## src/rtl/seg_pkg.sv

```systemverilog
// Shared constants for the seven-segment display driver.
// Holds widths, the default refresh divider, the blank pattern and the
// active-low hex segment table (seg[0]=a .. seg[6]=g).
package seg_pkg;

  localparam int unsigned NUM_DIGITS          = 4;
  localparam int unsigned NIB_W               = 4;
  localparam int unsigned SEG_W               = 7;
  localparam int unsigned VAL_W               = 16;
  localparam int unsigned DIV_W               = 20;
  localparam int unsigned REFRESH_DIV_DEFAULT = 100_000;

  localparam logic [SEG_W-1:0] SEG_OFF = 7'b1111111;

  // Index n holds the glyph for hex digit n (element 15 listed first).
  localparam logic [15:0][SEG_W-1:0] SEG_LUT = {
    7'b0001110,  // F
    7'b0000110,  // E
    7'b0100001,  // d
    7'b1000110,  // C
    7'b0000011,  // b
    7'b0001000,  // A
    7'b0010000,  // 9
    7'b0000000,  // 8
    7'b1111000,  // 7
    7'b0000010,  // 6
    7'b0010010,  // 5
    7'b0011001,  // 4
    7'b0110000,  // 3
    7'b0100100,  // 2
    7'b1111001,  // 1
    7'b1000000   // 0
  };

endpackage

```

## src/rtl/seg_display_driver_hex_to_seg.sv

```systemverilog
// hex_to_seg: combinational nibble to active-low seven-segment decode.
// Ports: nib  - 4-bit hex digit
//        seg_c - segments a..g on seg_c[0]..seg_c[6], active-low
module hex_to_seg
  import seg_pkg::*;
(
  input  logic [NIB_W-1:0] nib,
  output logic [SEG_W-1:0] seg_c
);

  assign seg_c = SEG_LUT[nib];

endmodule

```

## src/rtl/seg_display_driver.sv

```systemverilog
// seg_display_driver: multiplexed 4-digit common-anode hex display driver.
// A shadow register captures value on load; it is committed to the active
// (displayed) register only at the end of a full scan so digits never tear.
// Optional build macro: SEVSEG_LZ_BLANK_EN enables leading-zero blanking.
// Ports:
//   clk, rst_n    - clock, synchronous active-low reset
//   value, load   - 16-bit value and single-cycle capture strobe
//   dp, blank     - live decimal-point requests, force-all-anodes-off
//   pending       - shadow holds a value not yet on the display
//   an, seg, dp_n - active-low anode, segment and decimal-point pins
module seg_display_driver
  import seg_pkg::*;
#(
  parameter int unsigned REFRESH_DIV = REFRESH_DIV_DEFAULT
) (
  input  logic                  clk,
  input  logic                  rst_n,
  input  logic [VAL_W-1:0]      value,
  input  logic                  load,
  input  logic [NUM_DIGITS-1:0] dp,
  input  logic                  blank,
  output logic                  pending,
  output logic [NUM_DIGITS-1:0] an,
  output logic [SEG_W-1:0]      seg,
  output logic                  dp_n
);

  localparam logic [DIV_W-1:0] DIV_LAST = DIV_W'(REFRESH_DIV - 1);

  logic [DIV_W-1:0]      div_cnt;
  logic [1:0]            dig;
  logic [VAL_W-1:0]      shd;
  logic [VAL_W-1:0]      act;
  logic                  tick_c;
  logic                  frame_c;
  logic [NIB_W-1:0]      nib_c;
  logic [SEG_W-1:0]      dec_c;
  logic [SEG_W-1:0]      seg_nxt_c;
  logic [NUM_DIGITS-1:0] lz_mask_c;

  assign tick_c  = (div_cnt == DIV_LAST);
  assign frame_c = tick_c && (dig == 2'd3);
  assign nib_c   = act[{dig, 2'b00} +: NIB_W];

  hex_to_seg u_dec (
    .nib   (nib_c),
    .seg_c (dec_c)
  );

`ifdef SEVSEG_LZ_BLANK_EN
  // Digit k is a leading zero when every nibble from k upward is zero.
  always_comb begin
    lz_mask_c    = '0;
    lz_mask_c[1] = (act[15:4]  == 12'h000);
    lz_mask_c[2] = (act[15:8]  == 8'h00);
    lz_mask_c[3] = (act[15:12] == 4'h0);
  end
`else
  assign lz_mask_c = '0;
`endif

  assign seg_nxt_c = lz_mask_c[dig] ? SEG_OFF : dec_c;

  // Refresh divider and digit index.
  always_ff @(posedge clk) begin
    if (!rst_n) begin
      div_cnt <= '0;
      dig     <= '0;
    end else begin
      div_cnt <= tick_c ? '0 : div_cnt + DIV_W'(1);
      if (tick_c) dig <= dig + 2'd1;
    end
  end

  // Shadow/active pair; a load coinciding with a frame keeps pending set
  // so the newer value is committed on the following frame.
  always_ff @(posedge clk) begin
    if (!rst_n) begin
      shd     <= '0;
      act     <= '0;
      pending <= 1'b0;
    end else begin
      if (load) shd <= value;
      if (frame_c && pending) act <= shd;
      if (load) pending <= 1'b1;
      else if (frame_c) pending <= 1'b0;
    end
  end

  // Pin registers.
  always_ff @(posedge clk) begin
    if (!rst_n) begin
      an   <= 4'b1111;
      seg  <= SEG_OFF;
      dp_n <= 1'b1;
    end else begin
      an   <= blank ? 4'b1111 : ~(4'b0001 << dig);
      seg  <= seg_nxt_c;
      dp_n <= ~dp[dig];
    end
  end

endmodule

```

## config.mk

```make
export PLATFORM = sky130hd
export DESIGN_NAME = seg_display_driver
export DESIGN_NICKNAME = d
export VERILOG_FILES = /design/src/rtl/seg_pkg.sv /design/src/rtl/seg_display_driver_hex_to_seg.sv /design/src/rtl/seg_display_driver.sv
export SDC_FILE = /design/constraint.sdc
export NUM_CORES = 1
export LEC_CHECK = 0
export ABC_AREA = 1
export CAP_MARGIN = 20
export CORE_MARGIN = 10
export CORE_UTILIZATION = 60
export CTS_CLUSTER_SIZE = 40
export DETAILED_ROUTE_END_ITERATION = 10
export PLACE_DENSITY = 0.87
export SYNTH_ARGS = -nofsm -noshare
export SYNTH_HDL_FRONTEND = slang
export SYNTH_SLANG_ARGS = --single-unit
```

## constraint.sdc

```tcl
create_clock -name clk -period 4.9 [get_ports clk]
set_input_delay 0.98 -clock clk [delete_from_list [all_inputs] [get_ports clk]]
set_output_delay 0.98 -clock clk [all_outputs]
set_load 0.05 [all_outputs]
```

* Word-level counts from Yosys, hierarchy flattened
Memory sizes are Yosys's and may differ from the RTL's. A register that Yosys moved wholly into a read port is not among the register bits.
Index checks and enable logic that the tools add are counted.
** Storage, ports and cells
- Flip-flop bits (word level) :: 60
- Latch bits :: 0
- Memory bits (writable) :: 0
- Bits in read-only memories :: 112
- Output and inout bits :: 13
- Logic and storage cells :: 30
- Memories :: 1
** Operators by class
- $add $sub $neg :: 2
- $mul :: 0
- Div/mod/pow operators :: 0
- Magnitude comparators :: 1
- Eq/ne operators :: 2
- Shifts and indexed selects :: 2
- Mux-type cells :: 6
- Bitwise logic cells :: 3
- Reduce and logical (&&, ||, !) cells :: 6
** Memories
- (no name shown) :: words 16, bits a word 7, rd ports 1, clocked after memory_dff 1, write ports 0, line seg_display_driver_hex_to_seg.sv:11 : assign seg_c = SEG_LUT[nib];
** Operator list (number)
- $add A20 B1 Y20 const B :: 1
- $eq A20 B17 Y1 const B :: 1
- $shiftx A16 B5 Y4 :: 1
- $reduce_or A2 Y1 :: 3
- $bmux W1 S2 :: 2
- $mux W1 :: 4
- $not A4 Y4 :: 1
- $shl A1 B2 Y4 const A :: 1
- $lt A2 B3 Y1 const B :: 1
- $add A2 B1 Y2 const B :: 1
- $eq A2 B2 Y1 const B :: 1
- $logic_and A1 B1 Y1 :: 2
- $not A1 Y1 :: 2
- $reduce_bool A2 Y1 :: 1

* Longest topological paths before layout
Gate-level depths: netlist (run 1).
- Depth after elaboration :: 4
- Depth in mapped cells :: 11

* Cells and area by module
Synthesis (run 1) repeated with hierarchy kept, for this count alone.
** Unflattened totals
- Cells, all modules :: 476
- Area, all modules :: 3352.0 um^2
** By module, submodules not included
- seg_display_driver :: instances 1, cells an instance 427, area an instance 3078.0 um^2, sequential area each 1341.3 um^2
- hex_to_seg :: instances 1, cells an instance 49, area an instance 274.0 um^2, sequential area each 0.0 um^2

* Worst setup path before layout (run 1)
No wires, ideal clock.
- Path kind :: input-to-reg
- Start point :: input rst_n
- End point :: register dig[0]
- Library setup time :: 70 ps
- Data arrival time :: 1601 ps
- Slack :: 3229 ps
- Cell stages on the path :: 4
- Path buffers :: 2
- Cells stage by stage :: clkbuf_1 -> buf_1 -> o21ai_0 -> a21oi_1
** RTL lines
- from (decl) :: line seg_display_driver.sv:17 : input logic rst_n,
- to (signal assigned) :: line seg_display_driver.sv:71 : if (tick_c) dig <= dig + 2'd1;
- to (decl) :: line seg_display_driver.sv:31 : logic [1:0] dig;

* Worst setup path after layout (run 1)
- Start point :: register pending
- End point :: output pending
** RTL lines
- from (decl) :: line seg_display_driver.sv:22 : output logic pending,
- from (signal assigned) :: line seg_display_driver.sv:81 : pending <= 1'b0;
- from (signal assigned) :: line seg_display_driver.sv:85 : if (load) pending <= 1'b1;
- from (signal assigned) :: line seg_display_driver.sv:86 : else if (frame_c) pending <= 1'b0;
No word-level cell between the ends.

==> results.cfg, run 1 <==
[finish]
seqCellArea_mm2 = 0.001341
diodes = 0
multi_input_area_mm2 = 0.001498
layout-drive-gt1-share_pct = 7.505
area_growth_pct = 16.76
nFillCells = 440
nets = 523

[cts]
clk_latency_ns = 0.35
htree_levels = 3
root_buffer = clkbuf_8
cts_tree = yes
ctsResizeCount = 0
cts_setup_buffers = 0
cts_hold_buf = 0
clk_path_buf_depth = 2
cts_buffers = 9
clkTransAtPathRegs_ns = 0.07
clock_sinks = 67

[logic_synthesis]
syn_nets = 492
ys_types = 30
ys_seq_area_share_pct = 41.70
ys_ff_latch = 67
synth_area_mm2 = 0.003217
synth_area_per_cell_um2 = 7.039
yosysWarnings = 0
syn_inst = 457

[critical_path]
setup.worst_path.class = flip-flop to output pin
max_stage_delay_ns = 0.95
cp_top_family = buffers and inverters
cp_cell_sequence = clkdlybuf4s50_1
startpoint_type = flip-flop
critPathBufInv = 1
cp.arrival_ns = 2.06
required_ns = 3.92
crit_path_end_kind = output pin
cp_max_fo = 19
critPathSlowestCell = clkdlybuf4s50_1

[grt]
overflow = 0
grt_max_degree = 34
grt_usage_pct = 16.09
antenna_found_initial = 0
grt_pass1_wl_um = 11550
grt_pass1_vias = 2668

[sta]
setup_ws_ns = 1.864
finalHoldViolCount = 0
rsz0062_at_grt = false
tightest_slew_ns = 0.7757
slew_violations = 0
fmax_mhz = 329.3
relSlewSlack_pct = 48.23
fin_skew_ns = 0.009237
setup_tns_ns = 0
period_needed_ns = 3.036
finalSetupViolCount = 0
finalCritPeriodShare_pct = 61.97

[die]
die_h_um = 93.22
fp.dieW_um = 93.22
die_area_mm2 = 0.008690
core_area_mm2 = 0.005140
num_rows = 26
initial_utilization_pct = 62.59
ioPinCount = 37

[power]
leakagePower_nw = 1.547
ir_drop_mv = 0.2264
powerDensity_mw_per_mm2 = 276.5

[place]
gp_routability_congestion = 0.9397
port_buffers = 36
pre_cts_ws_ns = 2.225
hpwl_um = 4877

[drt]
wl_per_cell_um = 12.04
vias_per_cell = 5.108
ant_nets = 0
wl_um = 6778
drc = 0
drtPass1Iterations = 4
vias = 2876
drt-initial-drc-count = 235

[run]
drv_cap = 0

[status]
status = completed

[worst_hold_path]
hold_class = flip-flop to flip-flop
[path summary, 6_finish.rpt]
| kind | cells after the start | from | endpoint | slack [ns] |
|---|---|---|---|---|
| worst max-delay path | 1 | pending | pending | 1.86 |
| worst min-delay path | 1 | div_cnt[0] | div_cnt[0] | 0.46 |
| worst max register to register | 5 | dig[0] | act[3] | 2.70 |
| worst min register to register | 1 | div_cnt[0] | div_cnt[0] | 0.46 |
[cell families after synthesis]
group	after synthesis	share of synthesized area, %
adder cells (fa/ha/maj)	11	4.278
buffers and inverters	95	11.75
AND/OR/NAND/NOR	211	29.95
flip-flops	67	41.70
XOR/XNOR	7	1.906
AO/OA/AOI/OAI	66	10.42
[final cells by class]
type                    count  share of cell area [%]
multi-input cells         295                   39.87
flip-flops and latches     67                   35.71
repair buffers             37                   9.793
inverters                  78                   7.795
clock buffers               9                   3.298
well taps                  70                   2.332
clock inverters             7                   1.199
[sequential cells by signal, indices dropped and copies added, names as in the netlist]
register	cells
dig	2
div_cnt	20
pending	1
seg	7
dp_n	1
an	4
shd	16
act	16
[cell usage after synthesis]
cell / number / share of area [%]
nand2_1: 96 / 11
inv_1: 69 / 8.1
dfxtp_1: 67 / 42
nor2_1: 45 / 5.3
a21oi_1: 32 / 5.0
nand3_1: 31 / 4.8
o21ai_0: 30 / 4.7
nand4_1: 19 / 3.7
ha_1: 11 / 4.3
inv_2: 9 / 1.1
clkbuf_1: 8 / 0.93
nor3_1: 8 / 1.2
xor2_1: 5 / 1.4
buf_1: 4 / 0.47
nand2_2: 3 / 0.58
nor2_2: 3 / 0.58
buf_6: 2 / 0.70
nor2_4: 2 / 0.70
xnor2_1: 2 / 0.54
a31oi_1: 1 / 0.19
buf_2: 1 / 0.16
buf_4: 1 / 0.23
clkbuf_2: 1 / 0.16
nand3b_2: 1 / 0.35
nand4_4: 1 / 0.66
nor2_8: 1 / 0.62
nor3b_1: 1 / 0.23
o211ai_1: 1 / 0.23
o21ai_1: 1 / 0.16
o22ai_1: 1 / 0.19
[stage by stage]
step	power [mW]	utilization (%)	area (um2)	hold slack (ns)	std cells
floorplan	0.6246	-	3217	0.4175	457
global placement	0.6554	69.79	3587	0.4245	547
detailed placement	0.6575	69.79	3587	0.4445	547
CTS	1.048	73.08	3756	0.4603	563
global route	1.080	73.08	3756	0.4732	563
finish	1.038	73.08	3756	0.4593	563
[per-layer routing]
| layer | up-vias | wire (um) | track usage, % |
|---|---|---|---|
| met2 | 81 | 2874 | 25.12 |
| met4 | 0 | 132 | 9.769 |
| met3 | 10 | 457 | 4.317 |
| met1 | 1272 | 3313 | 19.32 |
| li1 | 1513 | - | - |
| met5 | - | 0 | 0 |
[cell usage in the layout (no fill, tap or decap), types with 2 or more instances in the layout]
cell	instances
a21oi_1	32
xnor2_1	2
clkinv_2	4
nor2_2	3
nor3_1	8
nand2_1	96
o21ai_0	30
inv_2	9
clkinv_4	2
xor2_1	5
dfxtp_1	67
clkdlybuf4s50_1	36
ha_1	11
nand4_1	19
nor2_1	45
clkbuf_8	9
inv_1	69
nand3_1	31
nand2_2	3
nor2_4	2
[where the power goes]
group          leakage [nW]  total (mW)  internal, mW  switching [mW]
combinational         0.911      0.0780        0.0337          0.0443
clock                0.0887       0.393         0.181           0.212
sequential            0.548       0.567         0.560         0.00759
total                  1.55        1.04         0.774           0.264
(Power assumes the default switching activity.)
==> run 2: changes to the inputs <==
--- a/config.mk
+++ b/config.mk
@@ -8,10 +8,10 @@
 export ABC_AREA = 1
 export CAP_MARGIN = 20
 export CORE_MARGIN = 10
-export CORE_UTILIZATION = 60
+export CORE_UTILIZATION = 56
 export CTS_CLUSTER_SIZE = 40
 export DETAILED_ROUTE_END_ITERATION = 10
-export PLACE_DENSITY = 0.87
+export PLACE_DENSITY = 0.82
 export SYNTH_ARGS = -nofsm -noshare
 export SYNTH_HDL_FRONTEND = slang
 export SYNTH_SLANG_ARGS = --single-unit
==> constraint.sdc (replaced) <==
create_clock -name clk -period 3.1 [get_ports clk]
set_input_delay 0.62 -clock clk [delete_from_list [all_inputs] [get_ports clk]]
set_output_delay 0.62 -clock clk [all_outputs]
set_load 0.05 [all_outputs]
==> results.cfg, run 2 (synthesis gave the netlist of run 1 again) <==
[status]
status = completed

[run]
drv_cap = 0

[critical_path]
startpoint_type = flip-flop
required_ns = 2.48
r2r_slack_ns = 1.13
cp_cell_sequence = clkdlybuf4s50_1
setup.worst_path.class = flip-flop to output pin
crit_path_end_kind = output pin
critPathSlowestCell = clkdlybuf4s50_1
cp_top_family = buffers and inverters
cp_max_fo = 2
max_stage_delay_ns = 0.81
cp.arrival_ns = 1.50
critPathBufInv = 1

[grt]
grt_max_degree = 35
grt_pass1_wl_um = 11130
overflow = 0
grt_usage_pct = 15.21
grt_pass1_vias = 2495
antenna_found_initial = 0

[cts]
cts_buffers = 9
cts_hold_buf = 0
clock_sinks = 67
root_buffer = clkbuf_8
clkTransAtPathRegs_ns = 0.07
clk_latency_ns = 0.35
htree_levels = 3
clk_path_buf_depth = 2
cts_setup_buffers = 0
ctsResizeCount = 0
cts_tree = yes

[die]
core_area_mm2 = 0.005540
initial_utilization_pct = 58.06
die_area_mm2 = 0.009176
num_rows = 27
fp.dieW_um = 95.79
ioPinCount = 37
die_h_um = 95.79

[sta]
setup_ws_ns = 0.9835
finalHoldViolCount = 0
rsz0062_at_grt = false
setup_tns_ns = 0
relSlewSlack_pct = 50.67
finalCritPeriodShare_pct = 68.28
tightest_slew_ns = 0.7392
fin_skew_ns = 0.005340
fmax_mhz = 472.5
finalSetupViolCount = 0
slew_violations = 0
period_needed_ns = 2.117

[finish]
reg_top3 = div_cnt (20), act (16), shd (16)
largest_reg_flops = 20
nets = 525
nFillCells = 480
layout_commonest_cell = nand2_1
diodes = 0
area_growth_pct = 18.24
multi_input_area_mm2 = 0.001498
final_cell_mix = nand2_1 (96), inv_1 (69), dfxtp_1 (67)
design_area_mm2 = 0.003804
fin_cells = 567
seqCellArea_mm2 = 0.001341
regMostFlops = div_cnt
layout-drive-gt1-share_pct = 7.879

[place]
hpwl_um = 4898
port_buffers = 36
pre_cts_ws_ns = 1.040
gp_routability_congestion = 0.9286
placedCellCount = 551
placed_area_mm2 = 0.003605

[drt]
vias_per_cell = 5.079
drc = 0
vias = 2880
drt-initial-drc-count = 217
ant_nets = 0
wl_per_cell_um = 11.85
wl_um = 6719
drtPass1Iterations = 4

[power]
p_int_mw = 1.315
swShare_pct = 23.73
powerDensity_mw_per_mm2 = 453.3
ir_drop_mv = 0.3187
power_mw = 1.724
leakagePower_nw = 1.567
switching_power_uw = 409.2
clkPwrFrac_pct = 40.8
p_seq_share_pct = 51.7
p_comb_share_pct = 7.5

[worst_hold_path]
hold_class = flip-flop to flip-flop
## run 2: power by group through the flow
stage / Clock [mW] / Combinational (mW) / Sequential (mW)
after floorplan: 0 / 0.0538 / 0.933
after global placement: 0 / 0.127 / 0.911
after detailed placement: 0 / 0.129 / 0.912
after CTS: 0.715 / 0.129 / 0.892
after global routing: 0.749 / 0.141 / 0.894
final: 0.704 / 0.129 / 0.892
## run 2: per-stage QoR
step                hold WS [ns]  utilization [%]
CTS                       0.4571            68.65
detailed placement        0.4427            65.06
finish                    0.4516            68.65
global route              0.4781            68.65
floorplan                 0.4175                -
global placement          0.4296            65.06
## run 2: worst reg2reg max path: cells and delay by family (launching register included)
| kind | cells | cell delay (ns) |
|---|---|---|
| AO/OA/AOI/OAI | 3 | 0.41 |
| adder cells (fa/ha/maj) | 1 | 0.20 |
| buffers and inverters | 3 | 0.36 |
| flip-flops | 1 | 0.52 |
| AND/OR/NAND/NOR | 3 | 0.36 |
## run 2: layout make-up
type                       instances  area share, %
clock buffer                      13          4.704
clock inverter                     3         0.5263
inverter                          78          7.697
multi-input combinational        295          39.38
sequential                        67          35.26
tap                               72          2.368
timing repair buffer              39          10.07
## run 2: path summary, 6_finish.rpt
check | depth (start not counted) | startpoint | to
max | 1 | pending | pending
min reg2reg | 1 | div_cnt[0] | div_cnt[0]
max reg2reg | 10 | dig[1] | seg[0]
min | 1 | div_cnt[0] | div_cnt[0]
## run 2: metal layers
layer	GRT usage, %	wire length (um)
met1	20.56	3326
met2	21.33	2732
met3	3.268	495
met4	9.828	165
met5	0	0
